$ cat src/rtl/xor_fault_bist_sequencer.sv
// Exhaustive stuck-at fault grading sequencer for an NUM_IN-input XOR-reduce gate.
// Define FAULT_DROP_EN to skip a fault pass's remaining patterns after its first detection.
module xor_fault_bist_sequencer #(
    parameter int NUM_IN     = 2,
    parameter int SETTLE_CYC = 1,
    parameter int NUM_FLT    = 2 * (NUM_IN + 1),
    parameter int FID_W      = $clog2(NUM_FLT)
) (
    input  logic               clk,
    input  logic               rst_n,
    input  logic               start,
    output logic [NUM_IN-1:0]  pat_out,
    input  logic               dut_o,
    output logic               fault_en,
    output logic [FID_W-1:0]   fault_id,
    output logic               busy,
    output logic               done,
    output logic               good_err,
    output logic [NUM_FLT-1:0] det_mask,
    output logic [FID_W:0]     det_count
);

    localparam int SW = (SETTLE_CYC > 1) ? $clog2(SETTLE_CYC) : 1;
    localparam logic [SW-1:0]    SETTLE_LAST = SW'(SETTLE_CYC - 1);
    localparam logic [FID_W-1:0] LAST_ID     = FID_W'(NUM_FLT - 1);
    localparam logic [FID_W:0]   CNT_MAX     = (FID_W + 1)'(NUM_FLT);

`ifdef FAULT_DROP_EN
    localparam logic DROP = 1'b1;
`else
    localparam logic DROP = 1'b0;
`endif

    typedef enum logic [2:0] {
        IDLE,
        APPLY,
        SETTLE,
        SAMPLE,
        FIN
    } state_t;

    state_t          state;
    logic [SW-1:0]   settle_cnt;
    logic            mismatch;
    logic            last_pat;
    logic            advance;

    assign mismatch = dut_o ^ (^pat_out);
    assign last_pat = (pat_out == '1);
    assign advance  = last_pat | (DROP & mismatch);

    // fault_en doubles as the pass flag: 0 only during the fault-free pass.
    always_ff @(posedge clk or negedge rst_n) begin
        if (!rst_n) begin
            state      <= IDLE;
            settle_cnt <= '0;
            pat_out    <= '0;
            fault_en   <= 1'b0;
            fault_id   <= '0;
            busy       <= 1'b0;
            done       <= 1'b0;
            good_err   <= 1'b0;
            det_mask   <= '0;
            det_count  <= '0;
        end else begin
            done <= 1'b0;
            case (state)
                IDLE: begin
                    if (start) begin
                        det_mask  <= '0;
                        det_count <= '0;
                        good_err  <= 1'b0;
                        fault_en  <= 1'b0;
                        fault_id  <= '0;
                        pat_out   <= '0;
                        busy      <= 1'b1;
                        state     <= APPLY;
                    end
                end
                APPLY: begin
                    settle_cnt <= '0;
                    state      <= SETTLE;
                end
                SETTLE: begin
                    if (settle_cnt == SETTLE_LAST) begin
                        state <= SAMPLE;
                    end else begin
                        settle_cnt <= settle_cnt + SW'(1);
                    end
                end
                SAMPLE: begin
                    if (!fault_en) begin
                        if (mismatch) begin
                            good_err <= 1'b1;
                            done     <= 1'b1;
                            busy     <= 1'b0;
                            pat_out  <= '0;
                            state    <= FIN;
                        end else if (last_pat) begin
                            fault_en <= 1'b1;
                            fault_id <= '0;
                            pat_out  <= '0;
                            state    <= APPLY;
                        end else begin
                            pat_out <= pat_out + NUM_IN'(1);
                            state   <= APPLY;
                        end
                    end else begin
                        if (mismatch && !det_mask[fault_id]) begin
                            det_mask[fault_id] <= 1'b1;
                            if (det_count != CNT_MAX) begin
                                det_count <= det_count + (FID_W + 1)'(1);
                            end
                        end
                        if (advance) begin
                            pat_out <= '0;
                            if (fault_id == LAST_ID) begin
                                done     <= 1'b1;
                                busy     <= 1'b0;
                                fault_en <= 1'b0;
                                state    <= FIN;
                            end else begin
                                fault_id <= fault_id + FID_W'(1);
                                state    <= APPLY;
                            end
                        end else begin
                            pat_out <= pat_out + NUM_IN'(1);
                            state   <= APPLY;
                        end
                    end
                end
                FIN: begin
                    state <= IDLE;
                end
                default: state <= IDLE;
            endcase
        end
    end

endmodule
$ cat config.mk
export PLATFORM = sky130hd
export DESIGN_NAME = xor_fault_bist_sequencer
export DESIGN_NICKNAME = d
export VERILOG_FILES = /design/src/rtl/xor_fault_bist_sequencer.sv
export SDC_FILE = /design/constraint.sdc
export NUM_CORES = 1
export LEC_CHECK = 0
export ABC_AREA = 1
export CORE_MARGIN = 1
export CORE_UTILIZATION = 45
export DETAILED_ROUTE_END_ITERATION = 7
export GPL_TIMING_DRIVEN = 0
export HOLD_SLACK_MARGIN = 0.03
export PLACE_DENSITY = 0.73
export REMOVE_ABC_BUFFERS = 1
export SYNTH_ARGS = -nofsm -noshare
export SYNTH_HDL_FRONTEND = slang
export SYNTH_SLANG_ARGS = --single-unit
$ cat constraint.sdc
create_clock -name clk -period 1.44 [get_ports clk]
set_input_delay 0.216 -clock clk [delete_from_list [all_inputs] [get_ports clk]]
set_output_delay 0.216 -clock clk [all_outputs]
set_load 0.02 [all_outputs]
==> metrics.yaml <==
syn_inst: 156
max_freq_mhz: 598
hold_violations: 0
worst-path-stages: 11
worstSetupStartpoint: "pat_out[0]"
num_antenna_cells: 0
layout_common_cells: "20 x nand2_1, 19 x dfrtp_1, 17 x inv_1, 17 x nand2_2, 17 x dlygate4sd2_1"
dp_hpwl_um: 1830
endpoint: "det_mask[2]"
start_util: 0.473
fin_area_um2: 1770
routabilityCongestion: 0.784
insertion_delay_ns: 0.32
p_per_area_nw_per_um2: 1760
path_cells: "ha_4, inv_4, nand2_4, nand2_4, nor2_4, nand2_2, o21bai_4, buf_6, nand2_8, nand2_2, o21ai_2"
yosys.cell_types.count: 24
area_growth_syn_to_layout_pct: 37.2
synth_compound_area_frac: 0.131
slew_headroom: 0.317
postSynthAreaPerCell_um2: 8.29
synth_seq_area_share: 0.426
placed_area_um2: 1530
crit_slowest_cell: "dfrtp_1"
yosysWarnings: 0
die_height_um: 55.6
hp-class: "in -> async"
cts-root-buf: "clkbuf_4"
drt_iter0_drc: 43
r2r_end: "det_mask[2]"
drc: 0
setup_viol: 20
syn-cell-area_um2: 1290
r2r_start: "pat_out[0]"
cpPeakStageDelay_ns: 0.45
worst_clock_skew_ns: 0.00717
grt_pass1_vias: 1123
violations: "negative setup slack"
slew_violations: 0
vdd_drop_max_mv: 1.67
cp.required_ns: 1.66
power.total_mw: 3.12
clock_sinks: 22
antenna_found_initial: 0
first_pass_iters: 4
reg2reg_depth: 11
die-width_um: 55.6
muxShareOfSynthArea: 0
clk_pin_slew_ns: 0.13
floorplan.die_area_um2: 3090
rsz0062_at_grt: "true"
power_leakage_nw: 0.888
ys_seq_elements: 22
finalSetupTns_ns: -3.30
crit_type: "reg -> reg"
grt_max_degree: 23
io_pins: 23
worstSetupEndpointType: "flip-flop"
num_vias: 1193
netlist_top_cells_area: "dfrtp_1 43%, nand2_1 9.3%, inv_1 6.1%, o21ai_0 5.0%, ha_1 4.8%"
path_buf_inv: 2
cap_violations: 0
synth_fa_ha_area_frac: 0.0484
finalCriticalPeriod_ns: 1.67
clk_path_buf_depth: 2
wl_per_cell_um: 13.8
yosysTopAreaCell: "dfrtp_1"
ant_nets: 0
grt_pass1_wl_um: 5020
layout_commonest_cell: "nand2_1"
finalCoreUtilization: 0.649
ys.flop_type: "dfrtp_1"
viasPerCell: 5.37
htreeDepth: 1
numPortBuffers: 22
status: "complete, but fails checks"
nets: 201
drt_wl_total_um: 3060
num_rows: 19
core_um2: 2730
layout_setup_ws_ns: -0.233
reg2reg_setup_slack_ns: -0.23
synthSimpleGateAreaFrac: 0.290
synthArstFlopShare: 1.00
startpoint_type: "flip-flop"
cts_buffers: 3
yosysTopAreaCellShare: 0.426
grt_use_total: 0.204
crit_arrival_ns: 1.89
synth-xor-area-share: 0.0203
drive_above_1_share: 0.346
path_max_fanout: 7
cts_tree: "yes"
critPathTopFamily: "simple AND/OR/NAND/NOR gates"
synth_edf_count: 0
synth_top_family_by_area: "simple AND/OR/NAND/NOR gates"
grt-ovfl-total: 0
fin_crit_sh: 1.16
tightest_slew_ns: 1.02
[where the power goes]
part | internal (mW) | leakage, nW | total (mW) | switching (mW)
combinational | 0.713 | 0.577 | 1.83 | 1.12
sequential | 0.768 | 0.290 | 0.931 | 0.162
clock | 0.155 | 0.0210 | 0.355 | 0.201
total | 1.64 | 0.888 | 3.12 | 1.48
[final cells by class]
type | count | area (um2)
repair buffers | 32 | 283
multi-input cells | 110 | 769
flip-flops and latches | 22 | 554
clock buffers | 4 | 36.3
inverters | 23 | 91.3
well taps | 31 | 38.8
fillers | 218 | 961
[synth_stat cells, types with 2 or more instances]
| cell | n |
|---|---|
| nor2_1 | 16 |
| inv_1 | 21 |
| buf_6 | 2 |
| ha_1 | 5 |
| o31ai_1 | 2 |
| nand4_1 | 6 |
| xor2_1 | 2 |
| nand2_1 | 32 |
| dfrtp_1 | 22 |
| nand2_2 | 10 |
| inv_2 | 2 |
| nand3_1 | 7 |
| o21ai_2 | 6 |
| o21ai_0 | 13 |
[worst register-to-register path, cell delays in order, from the launching register on]
cell and delay [ns]:
dfrtp_1 0.45, ha_4 0.30, inv_4 0.04, nand2_4 0.06, nand2_4 0.06, nor2_4 0.10, nand2_2 0.07, o21bai_4 0.14
buf_6 0.15, nand2_8 0.08, nand2_2 0.08, o21ai_2 0.04
[metal layers]
layer  global-route usage  vias to the layer above  share of wire
met4               0.0429                        0          0.012
met3               0.0512                        6          0.046
li1                     -                      573              -
met2                0.356                       32           0.51
met1                0.257                      582           0.43
met5                    0                        -              0
[kinds of logic after synthesis]
logic type      Yosys count
xor+xnor                  3
fa+ha+maj                 5
flops                    22
buf+inv                  25
compound gates           25
simple gates             76
[metrics by stage]
stage / worst slack (ns) / hold slack (ns) / instances
finish: -0.233 / 0.439 / 222
global placement: -0.250 / 0.480 / 207
detailed placement: -0.290 / 0.493 / 207
global route: -0.285 / 0.525 / 222
CTS: -0.223 / 0.477 / 218
floorplan: -0.227 / -0.0796 / 154
[sequential cells by signal, indices dropped and copies added (netlist names)]
name,flops
busy,1
det_count,4
det_mask,6
done,1
fault_en,1
fault_id,3
good_err,1
pat_out,2
state,3
[what timing repair did]
item,in CTS,in global routing
endpoints found under the hold margin,0,0
hold buffers,0,0
gates resized for setup,47,23
setup buffers,6,4
pin swaps,6,10
endpoints found under the setup margin,40,22
cloned,1,0
[worst min-delay path by stage]
stage                           to  startpoint  cells after the start  slack (ns)
after floorplan               busy       rst_n                      0       -0.08
after global placement        busy        busy                      2        0.48
after detailed placement      busy        busy                      2        0.49
after CTS                 state[2]       rst_n                      1        0.48
after global routing      state[2]       rst_n                      1        0.53
final                     state[2]       rst_n                      1        0.44
No activity file was read; power rests on OpenSTA's default activity.
